`src/rtl/counter_axil_regs.sv`:
```
// AXI4-Lite register block around the free-running LED counter: speed select,
// clear pulse, live count readback, wrap counter and a scratch word.
module counter_axil_regs #(
  parameter int         BIT_WIDTH   = 32,
  parameter int         ADDR_WIDTH  = 4,
  parameter logic [3:0] RESET_SPEED = 4'h1
) (
  input  logic                  clk,
  input  logic                  rst_n,
  input  logic [ADDR_WIDTH-1:0] s_axi_awaddr,
  input  logic                  s_axi_awvalid,
  output logic                  s_axi_awready,
  input  logic [31:0]           s_axi_wdata,
  input  logic [3:0]            s_axi_wstrb,
  input  logic                  s_axi_wvalid,
  output logic                  s_axi_wready,
  output logic [1:0]            s_axi_bresp,
  output logic                  s_axi_bvalid,
  input  logic                  s_axi_bready,
  input  logic [ADDR_WIDTH-1:0] s_axi_araddr,
  input  logic                  s_axi_arvalid,
  output logic                  s_axi_arready,
  output logic [31:0]           s_axi_rdata,
  output logic [1:0]            s_axi_rresp,
  output logic                  s_axi_rvalid,
  input  logic                  s_axi_rready,
  input  logic [BIT_WIDTH-1:0]  counter_in,
  output logic [3:0]            sw_out,
  output logic                  cnt_clear
);

  localparam logic [1:0] REG_CTRL    = 2'd0;
  localparam logic [1:0] REG_COUNT   = 2'd1;
  localparam logic [1:0] REG_WRAPS   = 2'd2;
  localparam logic [1:0] REG_SCRATCH = 2'd3;

  logic                 aw_held_r, w_held_r, awready_r, wready_r, bvalid_r;
  logic                 arready_r, rvalid_r, clear_r;
  logic [1:0]           aw_sel_r;
  logic [31:0]          w_data_r, rdata_r, wraps_r, scratch_r;
  logic [3:0]           w_strb_r, speed_r;
  logic [BIT_WIDTH-1:0] cnt_prev_r;

  logic        aw_hs_s, w_hs_s, ar_hs_s, commit_s, clear_s, wrap_s;
  logic        aw_held_nx_s, w_held_nx_s, bvalid_nx_s, rvalid_nx_s;
  logic [1:0]  wr_sel_s;
  logic [31:0] wr_data_s, rd_mux_s, cnt_ext_s;
  logic [3:0]  wr_strb_s;
  logic        unused_addr_s;

  // Write channel: a held beat or a live handshake on each side forms the commit.
  always_comb begin
    aw_hs_s      = s_axi_awvalid & awready_r;
    w_hs_s       = s_axi_wvalid & wready_r;
    commit_s     = (aw_held_r | aw_hs_s) & (w_held_r | w_hs_s);
    wr_sel_s     = aw_held_r ? aw_sel_r : s_axi_awaddr[3:2];
    wr_data_s    = w_held_r ? w_data_r : s_axi_wdata;
    wr_strb_s    = w_held_r ? w_strb_r : s_axi_wstrb;
    aw_held_nx_s = ~commit_s & (aw_held_r | aw_hs_s);
    w_held_nx_s  = ~commit_s & (w_held_r | w_hs_s);
    clear_s      = commit_s & (wr_sel_s == REG_CTRL) & wr_strb_s[0] & wr_data_s[4];
    if (commit_s) begin
      bvalid_nx_s = 1'b1;
    end else if (s_axi_bready) begin
      bvalid_nx_s = 1'b0;
    end else begin
      bvalid_nx_s = bvalid_r;
    end
  end

  // Read channel, read mux and wrap detect.
  always_comb begin
    ar_hs_s   = s_axi_arvalid & arready_r;
    cnt_ext_s = 32'(counter_in);
    wrap_s    = (cnt_prev_r == {BIT_WIDTH{1'b1}}) & (counter_in == {BIT_WIDTH{1'b0}});
    if (ar_hs_s) begin
      rvalid_nx_s = 1'b1;
    end else if (s_axi_rready) begin
      rvalid_nx_s = 1'b0;
    end else begin
      rvalid_nx_s = rvalid_r;
    end
    case (s_axi_araddr[3:2])
      REG_CTRL:    rd_mux_s = {28'h0000000, speed_r};
      REG_COUNT:   rd_mux_s = cnt_ext_s;
      REG_WRAPS:   rd_mux_s = wraps_r;
      REG_SCRATCH: rd_mux_s = scratch_r;
      default:     rd_mux_s = 32'h00000000;
    endcase
  end

  // Handshake state; ready flags are registered from next-cycle holding/valid state.
  always_ff @(posedge clk or negedge rst_n) begin
    if (!rst_n) begin
      aw_held_r <= 1'b0;
      aw_sel_r  <= 2'd0;
      w_held_r  <= 1'b0;
      w_data_r  <= 32'h00000000;
      w_strb_r  <= 4'h0;
      awready_r <= 1'b0;
      wready_r  <= 1'b0;
      bvalid_r  <= 1'b0;
      arready_r <= 1'b0;
      rvalid_r  <= 1'b0;
      rdata_r   <= 32'h00000000;
    end else begin
      aw_held_r <= aw_held_nx_s;
      w_held_r  <= w_held_nx_s;
      if (aw_hs_s) begin
        aw_sel_r <= s_axi_awaddr[3:2];
      end
      if (w_hs_s) begin
        w_data_r <= s_axi_wdata;
        w_strb_r <= s_axi_wstrb;
      end
      awready_r <= ~aw_held_nx_s & ~bvalid_nx_s;
      wready_r  <= ~w_held_nx_s & ~bvalid_nx_s;
      bvalid_r  <= bvalid_nx_s;
      arready_r <= ~rvalid_nx_s;
      rvalid_r  <= rvalid_nx_s;
      if (ar_hs_s) begin
        rdata_r <= rd_mux_s;
      end
    end
  end

  // Software-visible registers; clear wins over a coincident wrap.
  always_ff @(posedge clk or negedge rst_n) begin
    if (!rst_n) begin
      speed_r    <= RESET_SPEED;
      clear_r    <= 1'b0;
      scratch_r  <= 32'h00000000;
      wraps_r    <= 32'h00000000;
      cnt_prev_r <= {BIT_WIDTH{1'b0}};
    end else begin
      clear_r <= clear_s;
      if (commit_s && (wr_sel_s == REG_CTRL) && wr_strb_s[0]) begin
        speed_r <= wr_data_s[3:0];
      end
      if (commit_s && (wr_sel_s == REG_SCRATCH)) begin
        for (int i = 0; i < 4; i++) begin
          if (wr_strb_s[i]) begin
            scratch_r[8*i +: 8] <= wr_data_s[8*i +: 8];
          end
        end
      end
      if (clear_s) begin
        wraps_r    <= 32'h00000000;
        cnt_prev_r <= {BIT_WIDTH{1'b0}};
      end else begin
        cnt_prev_r <= counter_in;
        if (wrap_s && (wraps_r != 32'hFFFFFFFF)) begin
          wraps_r <= wraps_r + 32'd1;
        end
      end
    end
  end

  assign unused_addr_s = ^{s_axi_awaddr, s_axi_araddr};

  assign s_axi_awready = awready_r;
  assign s_axi_wready  = wready_r;
  assign s_axi_bvalid  = bvalid_r;
  assign s_axi_bresp   = 2'b00;
  assign s_axi_arready = arready_r;
  assign s_axi_rvalid  = rvalid_r;
  assign s_axi_rdata   = rdata_r;
  assign s_axi_rresp   = 2'b00;
  assign sw_out        = speed_r;
  assign cnt_clear     = clear_r;

endmodule

```
`config.mk`:
```
export PLATFORM = sky130hd
export DESIGN_NAME = counter_axil_regs
export DESIGN_NICKNAME = d
export VERILOG_FILES = /design/src/rtl/counter_axil_regs.sv
export SDC_FILE = /design/constraint.sdc
export NUM_CORES = 1
export LEC_CHECK = 0
export ABC_AREA = 1
export CORE_MARGIN = 5
export CORE_UTILIZATION = 30
export CTS_CLUSTER_SIZE = 12
export DETAILED_ROUTE_END_ITERATION = 16
export GPL_ROUTABILITY_DRIVEN = 0
export PLACE_DENSITY = 0.51
export SYNTH_ARGS = -nofsm -noshare
export SYNTH_HDL_FRONTEND = slang
export SYNTH_SLANG_ARGS = --single-unit
export TNS_END_PERCENT = 100
```
`constraint.sdc`:
```
create_clock -name clk -period 2.82 [get_ports clk]
set_input_delay 0.564 -clock clk [delete_from_list [all_inputs] [get_ports clk]]
set_output_delay 0.564 -clock clk [all_outputs]
set_load 0.005 [all_outputs]
```
## Word-level counts from Yosys, hierarchy flattened

Index checks and enable logic that the tools add are counted.

- Multiply operators: 0
- Mux-type cells: 11
- Shift-type cells: 0
- Divide/modulo/power cells: 0
- Order comparisons: 0
- Equal/unequal tests: 6
- Bitwise logic cells: 19
- Reductions and logical operators: 12
- Add/subtract/negate cells: 1

Operator list:

| operator | number |
|---|---|
| $mux 32 | 4 |
| $pmux 32 s4 | 1 |
| $add 32x1->32 const B | 1 |
| $eq 32x32->1 const B | 1 |
| $logic_not 32->1 | 1 |
| $ne 32x32->1 const B | 1 |
| $and 1x1->1 | 12 |
| $reduce_and 2->1 | 4 |
| $eq 2x2->1 const B | 3 |
| $not 1->1 | 5 |
| $logic_and 1x1->1 | 4 |
| $logic_not 2->1 | 2 |
| $mux 1 | 4 |
| $mux 4 | 1 |
| $eq 2x1->1 const B | 1 |
| $mux 2 | 1 |
| $or 1x1->1 | 2 |
| $reduce_bool 2->1 | 1 |

- Register bits: 178
- Memory bits (read-only): 0
- Bits in writable memories: 0
- Bits in latches: 0
- Bits of input ports: 83
- Output and inout port bits: 46
- Memories kept: 0

## Logic depth before layout (Yosys ltp)

Gate-level depths: netlist of the first run.

- Depth in word-level cells: 7
- Depth in mapped cells: 13
- Mapped depth without buffers: 11

## Least setup slack after synthesis of the first run

OpenSTA, ideal clock, no wires.

- Path kind: input to register
- From: input port s_axi_wvalid
- To: register wraps_r[21]
- Cell stages on the path: 10
- Buffers on the path: 1
- Arrival time: 1,613 ps
- Slack: 1,090 ps
- Setup time: 117 ps
- Path through: nand2_1 -> nand2_1 -> nand2_2 -> clkinv_1 -> nand3_2 -> nor2_4 -> buf_2 -> nor2_1 -> nand2_1 -> nand2_1

- Cells in the longest elaborated chain, start to end: 7
- Elaborated cells between the ends (all ways): 8

Ends and longest elaborated chain:

| what | RTL line | source |
|---|---|---|
| start: declaration | 15 | `input logic s_axi_wvalid,` |
| $and 1x1->1 (*) | 54 | `w_hs_s = s_axi_wvalid & wready_r;` |
| $or 1x1->1 (*) | 55 | `commit_s = (aw_held_r \| aw_hs_s) & (w_held_r \| w_hs_s);` |
| $and 1x1->1 (*) | 55 |  |
| $and 1x1->1 (*) (3 in a row) | 61 | `clear_s = commit_s & (wr_sel_s == REG_CTRL) & wr_strb_s[0] & wr_data_s[4];` |
| $mux 32 / $reduce_bool 2->1 (equally long branches) | n/a |  |
| end signal: assignment | 153 | `wraps_r <= wraps_r + 32'd1;` |
| end: declaration | 40 | `logic [31:0] w_data_r, rdata_r, wraps_r, scratch_r;` |

Every way passes the cells marked *; elsewhere a longest branch is shown, timed or not.
A chain may end at the register's enable or synchronous reset.

## Final worst setup path of the first run

- From: register w_held_r
- To: register wraps_r[20]

- Cells in the longest elaborated chain, start to end: 6
- Elaborated cells between the ends (all ways): 9

Ends and longest elaborated chain:

| what | RTL line | source |
|---|---|---|
| start: declaration | 37 | `logic aw_held_r, w_held_r, awready_r, wready_r, bvalid_r;` |
| start signal: assignment | 108 | `w_held_r <= w_held_nx_s;` |
| $or 1x1->1 | 55 |  |
| $and 1x1->1 | 55 |  |
| $and 1x1->1 (2 in a row) | 61 |  |
| $and 1x1->1 (*) | 61 |  |
| $mux 32 / $reduce_bool 2->1 (equally long branches) | n/a |  |

Marks and branches as above.

==> results of run 1 <==
[metal layers]
layer / share of wire [%] / global-route usage [%]
met5: 0 / 0
met4: 0.76 / 3.03
met3: 6.4 / 3.96
met2: 45 / 24.6
met1: 48 / 23.8
[power groups by stage]
stage	Clock (mW)	Combinational, mW	Sequential [mW]
floorplan	0	1.28	3.60
global placement	0	2.12	3.70
detailed placement	0	2.14	3.71
CTS	2.50	2.15	3.67
global route	2.61	2.44	3.76
finish	2.43	2.10	3.66
[per-stage QoR]
stage          cell area [sq um]  cells  util, %  hold WS, ns  total power, mW
6_report                   11100   1673     38.3        0.103             8.20
4_1_cts                    11100   1673     38.3        0.128             8.32
5_1_grt                    11100   1673     38.3        0.144             8.81
3_3_place_gp               10500   1641     36.2        0.461             5.81
3_5_place_dp               10500   1641     36.2        0.464             5.85
2_1_floorplan               8850   1166        -        0.268             4.89
[logic make-up after synthesis]
group	after synthesis	synth area share, %
flip-flops	178	50.4
adder cells (fa/ha/maj)	1	0.141
other	1	0.0424
AO/OA/AOI/OAI	166	10.9
multiplexers	6	0.764
buffers and inverters	194	9.08
XOR/XNOR	15	1.49
AND/OR/NAND/NOR	602	27.2
[worst register-to-register path, stage by stage (launching register included)]
cell and delay (ns):
sky130_fd_sc_hd__dfrtp_1 0.58, sky130_fd_sc_hd__inv_2 0.31, sky130_fd_sc_hd__nand2_1 0.22, sky130_fd_sc_hd__nand2_2 0.15, sky130_fd_sc_hd__clkinv_1 0.11, sky130_fd_sc_hd__nand4_2 0.23
sky130_fd_sc_hd__nand2_2 0.14, sky130_fd_sc_hd__buf_4 0.35, sky130_fd_sc_hd__nand2_1 0.14, sky130_fd_sc_hd__nand2_1 0.08
[synth_stat cells, drive strengths merged]
cell	count
nand2	401
dfrtp	177
inv	139
nor2	133
o21ai	117
nand3	50
buf	30
a221oi	24
clkbuf	23
a21oi	16
xnor2	11
nand4	9
nor3	7
mux2	6
xor2	4
a211oi	3
a22o	3
clkinv	2
o211ai	2
a31oi	1
and2	1
conb	1
dfstp	1
ha	1
or2	1
[sequential cells by signal (all words and copies together), names as in the netlist, 2 cells and up]
register,flops
w_strb_r,4
cnt_prev_r,32
w_data_r,32
sw_out,4
scratch_r,32
aw_sel_r,2
s_axi_rdata,32
wraps_r,32
[worst min-delay path by stage]
| stage | start | end | cells after the start | slack (ns) |
|---|---|---|---|---|
| 2_1_floorplan | rst_n | aw_held_r$_DFF_PN0_ | 0 | 0.27 |
| 3_3_place_gp | w_data_r[8]$_DFFE_PN0P_ | w_data_r[8]$_DFFE_PN0P_ | 2 | 0.46 |
| 3_5_place_dp | s_axi_rdata[0]$_DFFE_PN0P_ | s_axi_rdata[0]$_DFFE_PN0P_ | 2 | 0.46 |
| 4_1_cts | rst_n | sw_out[3]$_DFFE_PN0P_ | 1 | 0.13 |
| 5_1_grt | rst_n | w_data_r[0]$_DFFE_PN0P_ | 1 | 0.14 |
| 6_report | rst_n | w_data_r[0]$_DFFE_PN0P_ | 1 | 0.10 |
[final cells by class]
type,instances,area [sq um],area share [%]
clock buffer,17,425,3.84
clock inverter,15,168,1.51
inverter,141,529,4.78
multi-input combinational,794,3600,32.5
sequential,178,4460,40.2
tap,384,480,4.34
timing repair buffer,144,1420,12.8
[layout by cell type, fill, tap and decap left out, types with 11 or more instances in the layout]
cell and count:
sky130_fd_sc_hd__nand2_1 397, sky130_fd_sc_hd__dfrtp_1 177, sky130_fd_sc_hd__inv_1 133, sky130_fd_sc_hd__nor2_1 127, sky130_fd_sc_hd__clkdlybuf4s50_1 119, sky130_fd_sc_hd__o21ai_0 112, sky130_fd_sc_hd__nand3_1 48, sky130_fd_sc_hd__a221oi_1 24
sky130_fd_sc_hd__buf_4 21, sky130_fd_sc_hd__clkbuf_16 17, sky130_fd_sc_hd__a21oi_1 16, sky130_fd_sc_hd__xnor2_1 11
==> metrics.txt, run 1 <==
# TYPE chip_impl_metric gauge
chip_impl_metric{name="cts-htree-levels",unit=""} 4
chip_impl_metric{name="grt_overflow",unit=""} 0
chip_impl_metric{name="worst-slew-pin-transition",unit="ns"} 0.615
chip_impl_metric{name="num-nets-final",unit=""} 1360
chip_impl_metric{name="setup_slack_reg_to_reg",unit="ns"} 0.46
chip_impl_info{name="netlist.top_cell.by_area",value="sky130_fd_sc_hd__dfrtp_1"} 1
chip_impl_metric{name="synthesis.yosys.warnings",unit=""} 0
chip_impl_metric{name="grt_pass1_vias",unit=""} 7365
chip_impl_metric{name="relSlewSlack",unit="%"} 59.0
chip_impl_info{name="crit_path_cell_trace",value="inv_2, nand2_1, nand2_2, clkinv_1, nand4_2, nand2_2, buf_4, nand2_1, nand2_1"} 1
chip_impl_metric{name="die_outline_width",unit="um"} 182
chip_impl_metric{name="detail_route.drc_violations",unit=""} 0
chip_impl_metric{name="yosys_register_bits",unit=""} 178
chip_impl_metric{name="clk-insertion-delay-late",unit="ns"} 0.44
chip_impl_metric{name="detail-route-antenna-nets",unit=""} 0
chip_impl_info{name="critPathCapture",value="wraps_r[20]$_DFFE_PN0P_"} 1
chip_impl_metric{name="critical-path-max-stage-delay",unit="ns"} 0.58
chip_impl_metric{name="setup_violations",unit=""} 0
chip_impl_info{name="worst_setup_path_start_kind",value="register"} 1
chip_impl_metric{name="via_density",unit=""} 4.58
chip_impl_info{name="synth.top_cells.by_area",value="sky130_fd_sc_hd__dfrtp_1 50%, sky130_fd_sc_hd__nand2_1 17%, sky130_fd_sc_hd__o21ai_0 6.3%"} 1
chip_impl_metric{name="drt_first_iter_violations",unit=""} 631
chip_impl_metric{name="leakage_dissipation",unit="nW"} 5.29
chip_impl_metric{name="fin_ws",unit="ns"} 0.463
chip_impl_metric{name="pin_count_of_the_biggest_net_entering_global_routing",unit=""} 69
chip_impl_metric{name="netlist_area",unit="sq mm"} 0.00884
chip_impl_info{name="unrepaired_setup_endpoints_after_global_routing",value="no"} 1
chip_impl_metric{name="die_h",unit="um"} 182
chip_impl_metric{name="diodes",unit=""} 0
chip_impl_metric{name="max_cap_viol_count",unit=""} 0
chip_impl_metric{name="numPortBuffers",unit=""} 120
chip_impl_metric{name="cp.arrival",unit="ns"} 2.73
chip_impl_metric{name="fill_cells",unit=""} 3007
chip_impl_info{name="clock_tree_from_tritoncts",value="built"} 1
chip_impl_info{name="status",value="complete, no violations"} 1
chip_impl_metric{name="ios",unit=""} 129
chip_impl_metric{name="tritoncts_num_sinks",unit=""} 178
chip_impl_metric{name="timing.fmax",unit="MHz"} 424
chip_impl_metric{name="cp.depth",unit=""} 9
chip_impl_metric{name="detail_route.wirelength",unit="um"} 26600
chip_impl_metric{name="design.die.area",unit="sq mm"} 0.0330
chip_impl_metric{name="postCtsResizedCells",unit=""} 0
chip_impl_metric{name="syn_area_per_cell",unit="sq um"} 7.60
chip_impl_metric{name="cp_data_required_time",unit="ns"} 3.20
chip_impl_metric{name="power-per-cell-area",unit="mW/mm^2"} 740
chip_impl_metric{name="max_clock_skew",unit="ns"} 0.0179
chip_impl_metric{name="post_synth_num_cell_types",unit=""} 36
chip_impl_metric{name="yosysSeqAreaShare",unit="%"} 50.4
chip_impl_metric{name="internal_power",unit="mW"} 5.45
chip_impl_metric{name="combinationalPowerShare",unit="%"} 25.7
chip_impl_metric{name="vdd.ir_drop.worst",unit="uV"} 491
chip_impl_metric{name="initial_core_util",unit="%"} 30.6
chip_impl_metric{name="share_of_the_synthesized_area_in_the_top_cell_type",unit="%"} 50.1
chip_impl_metric{name="route.vias.total",unit=""} 7659
chip_impl_info{name="setup.worst_path.end_class",value="register"} 1
chip_impl_metric{name="cts.reportedPaths.clkPinSlew",unit="ns"} 0.07
chip_impl_info{name="critical_path.startpoint",value="w_held_r$_DFF_PN0_"} 1
chip_impl_metric{name="core_area",unit="sq mm"} 0.0289
chip_impl_metric{name="tns",unit="ns"} 0
chip_impl_metric{name="post-cts-setup-buffers",unit=""} 0
chip_impl_metric{name="power_switching_share",unit="%"} 33.5
chip_impl_metric{name="place.detailed.hpwl",unit="um"} 19600
chip_impl_metric{name="synthCells",unit=""} 1163
chip_impl_info{name="crit-reg2reg-launch",value="w_held_r$_DFF_PN0_"} 1
chip_impl_metric{name="grt_first_pass_wirelength",unit="um"} 42400
chip_impl_info{name="cts_root_buf",value="sky130_fd_sc_hd__clkbuf_16"} 1
chip_impl_metric{name="layout_worst_path_cycle_share",unit="%"} 83.6
chip_impl_metric{name="drive_above_1_share",unit="%"} 6.75
chip_impl_info{name="cell_class_contributing_the_biggest_share_of_worst_path_delay",value="simple AND/OR/NAND/NOR gates"} 1
chip_impl_metric{name="number_of_clock_buffers_inserted_by_tritoncts",unit=""} 17
chip_impl_info{name="regToRegEndpoint",value="wraps_r[20]$_DFFE_PN0P_"} 1
chip_impl_metric{name="share_seq_of_total_power",unit="%"} 44.7
chip_impl_metric{name="grt_antenna_before_repair",unit=""} 0
chip_impl_info{name="critical-path-top-cell-by-count",value="sky130_fd_sc_hd__nand2_1"} 1
chip_impl_metric{name="routed_wire_length_per_instance",unit="um"} 15.9
chip_impl_metric{name="number_of_hold_violations_in_the_final_report",unit=""} 0
chip_impl_info{name="crit_slowest_cell",value="sky130_fd_sc_hd__dfrtp_1"} 1
chip_impl_metric{name="holdBufCountCts",unit=""} 0
chip_impl_metric{name="area_growth",unit="%"} 25.3
chip_impl_metric{name="timing.final.crit_period",unit="ns"} 2.36
chip_impl_metric{name="rr_worst_depth",unit=""} 9
chip_impl_metric{name="first_pass_iters",unit=""} 5
chip_impl_metric{name="power_frac_clock",unit="%"} 29.6
chip_impl_info{name="min_path_type",value="in -> async"} 1
chip_impl_metric{name="critical_path.n_buffers_inverters",unit=""} 3
chip_impl_metric{name="grt_util_all_layers",unit="%"} 16.3
chip_impl_metric{name="timing.critical_path.fanout_max",unit=""} 32
chip_impl_metric{name="max-clock-path-buffers",unit=""} 2
chip_impl_metric{name="placementRows",unit=""} 62
chip_impl_metric{name="maxSlewViolCount",unit=""} 0
chip_impl_info{name="criticalPathCategory",value="reg -> reg"} 1
chip_impl_metric{name="place_worst_setup_slack",unit="ns"} 0.264
chip_impl_metric{name="switching_power",unit="mW"} 2.74
(Power assumes the default switching activity.)
==> run 2, diff against run 1 <==
--- a/config.mk
+++ b/config.mk
@@ -11,7 +11,7 @@
 export CTS_CLUSTER_SIZE = 12
 export DETAILED_ROUTE_END_ITERATION = 16
 export GPL_ROUTABILITY_DRIVEN = 0
-export PLACE_DENSITY = 0.51
+export PLACE_DENSITY = 0.53
 export SYNTH_ARGS = -nofsm -noshare
 export SYNTH_HDL_FRONTEND = slang
 export SYNTH_SLANG_ARGS = --single-unit
==> constraint.sdc (replaced) <==
create_clock -name clk -period 2 [get_ports clk]
set_input_delay 0.4 -clock clk [delete_from_list [all_inputs] [get_ports clk]]
set_output_delay 0.4 -clock clk [all_outputs]
set_load 0.005 [all_outputs]
==> run 2 against run 1 <==
- die area did not move
- global-route usage is 0.45 points higher
- flip-flop and latch count is the same
- via count rose by 4.5%
- sequential share of layout area is 2.4 points lower
- cell area grew 6.3%
- first-iteration DRC count is 2.5% higher
- critical path type is now reg -> out
- critical endpoint is now sw_out[0]
==> metrics.txt, run 2 (synthesized netlist as in run 1, its figures left out) <==
# TYPE chip_impl_metric gauge
chip_impl_metric{name="critical_path.n_buffers_inverters",unit=""} 1
chip_impl_metric{name="leakage_dissipation",unit="nW"} 5.71
chip_impl_metric{name="grt_first_pass_wirelength",unit="um"} 43700
chip_impl_metric{name="route.vias.total",unit=""} 8003
chip_impl_metric{name="cp.depth",unit=""} 1
chip_impl_info{name="cell_class_contributing_the_biggest_share_of_worst_path_delay",value="flip-flops"} 1
chip_impl_metric{name="routed_wire_length_per_instance",unit="um"} 15.4
chip_impl_metric{name="die_outline_width",unit="um"} 182
chip_impl_metric{name="ios",unit=""} 129
chip_impl_info{name="criticalPathCategory",value="reg -> out"} 1
chip_impl_metric{name="max_clock_skew",unit="ns"} 0.0160
chip_impl_metric{name="grt_pass1_vias",unit=""} 7846
chip_impl_metric{name="setup_violations",unit=""} 0
chip_impl_metric{name="relSlewSlack",unit="%"} 59.7
chip_impl_info{name="crit_path_cell_trace",value="clkdlybuf4s50_1"} 1
chip_impl_metric{name="grt_overflow",unit=""} 0
chip_impl_metric{name="tritoncts_num_sinks",unit=""} 178
chip_impl_metric{name="grt_antenna_before_repair",unit=""} 0
chip_impl_info{name="worst_setup_path_start_kind",value="register"} 1
chip_impl_metric{name="fin_ws",unit="ns"} 0.0976
chip_impl_info{name="setup.worst_path.end_class",value="output pin"} 1
chip_impl_info{name="crit_slowest_cell",value="sky130_fd_sc_hd__dfstp_2"} 1
chip_impl_metric{name="rr_worst_depth",unit=""} 11
chip_impl_metric{name="numPortBuffers",unit=""} 120
chip_impl_metric{name="drt_first_iter_violations",unit=""} 647
chip_impl_info{name="min_path_type",value="in -> async"} 1
chip_impl_metric{name="power-per-cell-area",unit="mW/mm^2"} 1020
chip_impl_metric{name="area_growth",unit="%"} 33.2
chip_impl_info{name="most_frequent_cells_in_the_layout",value="397 x sky130_fd_sc_hd__nand2_1, 177 x sky130_fd_sc_hd__dfrtp_1, 133 x sky130_fd_sc_hd__inv_1"} 1
chip_impl_metric{name="cts.reportedPaths.clkPinSlew",unit="ns"} 0.07
chip_impl_metric{name="cp.arrival",unit="ns"} 1.50
chip_impl_info{name="mostFrequentLayoutCell",value="sky130_fd_sc_hd__nand2_1"} 1
chip_impl_metric{name="layout_worst_path_cycle_share",unit="%"} 95.1
chip_impl_metric{name="timing.critical_path.fanout_max",unit=""} 3
chip_impl_metric{name="detail-route-antenna-nets",unit=""} 0
chip_impl_metric{name="clk-insertion-delay-late",unit="ns"} 0.44
chip_impl_metric{name="grt_util_all_layers",unit="%"} 16.7
chip_impl_metric{name="drive_above_1_share",unit="%"} 12.1
chip_impl_metric{name="max-clock-path-buffers",unit=""} 2
chip_impl_metric{name="setup_slack_reg_to_reg",unit="ns"} 0.20
chip_impl_metric{name="vdd.ir_drop.worst",unit="uV"} 810
chip_impl_metric{name="pin_count_of_the_biggest_net_entering_global_routing",unit=""} 69
chip_impl_info{name="regToRegEndpoint",value="wraps_r[13]$_DFFE_PN0P_"} 1
chip_impl_metric{name="core_area",unit="sq mm"} 0.0289
chip_impl_metric{name="total_power",unit="mW"} 12.1
chip_impl_metric{name="detail_route.wirelength",unit="um"} 27000
chip_impl_metric{name="maxSlewViolCount",unit=""} 0
chip_impl_metric{name="placed_cells_incl_taps",unit=""} 1718
chip_impl_metric{name="num-nets-final",unit=""} 1439
chip_impl_metric{name="place_worst_setup_slack",unit="ns"} -0.150
chip_impl_info{name="status",value="complete, no violations"} 1
chip_impl_metric{name="die_h",unit="um"} 182
chip_impl_metric{name="cp_data_required_time",unit="ns"} 1.60
chip_impl_metric{name="worst_hold_slack",unit="ns"} 0.477
chip_impl_metric{name="place.detailed.hpwl",unit="um"} 20500
chip_impl_metric{name="finish.cell_count_without_fillers",unit=""} 1752
chip_impl_metric{name="timing.fmax",unit="MHz"} 526
chip_impl_metric{name="critical-path-max-stage-delay",unit="ns"} 0.57
chip_impl_info{name="cts_root_buf",value="sky130_fd_sc_hd__clkbuf_16"} 1
chip_impl_metric{name="diodes",unit=""} 0
chip_impl_metric{name="worst-slew-pin-transition",unit="ns"} 0.604
chip_impl_metric{name="fill_cells",unit=""} 2960
chip_impl_metric{name="placementRows",unit=""} 62
chip_impl_metric{name="max_cap_viol_count",unit=""} 0
chip_impl_metric{name="cts-htree-levels",unit=""} 4
chip_impl_info{name="crit-reg2reg-launch",value="wraps_r[1]$_DFFE_PN0P_"} 1
chip_impl_metric{name="detail_route.drc_violations",unit=""} 0
chip_impl_info{name="critPathCapture",value="sw_out[0]"} 1
chip_impl_metric{name="timing.final.crit_period",unit="ns"} 1.90
chip_impl_metric{name="tns",unit="ns"} 0
chip_impl_metric{name="initial_core_util",unit="%"} 30.6
chip_impl_metric{name="first_pass_iters",unit=""} 5
chip_impl_metric{name="via_density",unit=""} 4.57
chip_impl_metric{name="number_of_clock_buffers_inserted_by_tritoncts",unit=""} 17
chip_impl_info{name="clock_tree_from_tritoncts",value="built"} 1
chip_impl_info{name="unrepaired_setup_endpoints_after_global_routing",value="no"} 1
chip_impl_metric{name="design.die.area",unit="sq mm"} 0.0330
chip_impl_metric{name="number_of_hold_violations_in_the_final_report",unit=""} 0
chip_impl_info{name="critical_path.startpoint",value="sw_out[0]$_DFFE_PN1P_"} 1
==> run 2: changes by cell type in the layout (fill, tap and decap cells not counted) <==
cell                            before  now
sky130_fd_sc_hd__inv_8               5    2
sky130_fd_sc_hd__inv_6               4    5
sky130_fd_sc_hd__bufinv_16           1    3
sky130_fd_sc_hd__dlygate4sd3_1       0    1
sky130_fd_sc_hd__buf_12              3    8
sky130_fd_sc_hd__clkinv_4            2    1
sky130_fd_sc_hd__clkbuf_8            0    1
sky130_fd_sc_hd__buf_4              21   94
==> run 2: layout make-up <==
type / count / area [sq um] / share of cell area, %
flip-flops and latches: 178 / 4460 / 37.8
clock buffers: 18 / 439 / 3.73
clock inverters: 14 / 194 / 1.65
multi-input cells: 794 / 3600 / 30.6
repair buffers: 223 / 2080 / 17.6
inverters: 141 / 529 / 4.49
well taps: 384 / 480 / 4.08
==> run 2: worst min-delay path by stage <==
| stage | from | to | cells past startpoint |
|---|---|---|---|
| 2_1_floorplan | rst_n | aw_held_r$_DFF_PN0_ | 0 |
| 3_3_place_gp | rst_n | w_data_r[23]$_DFFE_PN0P_ | 1 |
| 3_5_place_dp | rst_n | w_data_r[23]$_DFFE_PN0P_ | 1 |
| 4_1_cts | rst_n | w_data_r[22]$_DFFE_PN0P_ | 2 |
| 5_1_grt | s_axi_rdata[15]$_DFFE_PN0P_ | s_axi_rdata[15]$_DFFE_PN0P_ | 2 |
| 6_report | rst_n | w_data_r[19]$_DFFE_PN0P_ | 2 |
==> run 2: routing by layer <==
metal  global-route usage (%)  vias to the layer above  share of wire, %
met1                     23.9                     3729                48
met4                     4.71                        0               1.6
met2                     25.6                      223                44
li1                         -                     4024                 -
met5                        0                        -                 0
met3                     3.60                       27               6.1
==> run 2: timing repair <==
action / in CTS / in global routing
gates resized for setup: 0 / 0
endpoints found under the hold margin: 43 / 0
setup buffers: 0 / 1
endpoints found under the setup margin: 0 / 2
hold buffers: 1 / 0
==> run 2: stage by stage <==
step | cell area [sq um] | utilization (%)
after detailed placement | 11100 | 38.5
final | 11800 | 40.7
after CTS | 11800 | 40.7
after global placement | 11100 | 38.5
after global routing | 11800 | 40.7
after floorplan | 8850 | -
==> run 2: power breakdown <==
group / switching [mW] / internal [mW] / total, mW
clock: 1.59 / 2.05 / 3.64
sequential: 0.521 / 4.62 / 5.14
combinational: 1.76 / 1.52 / 3.28
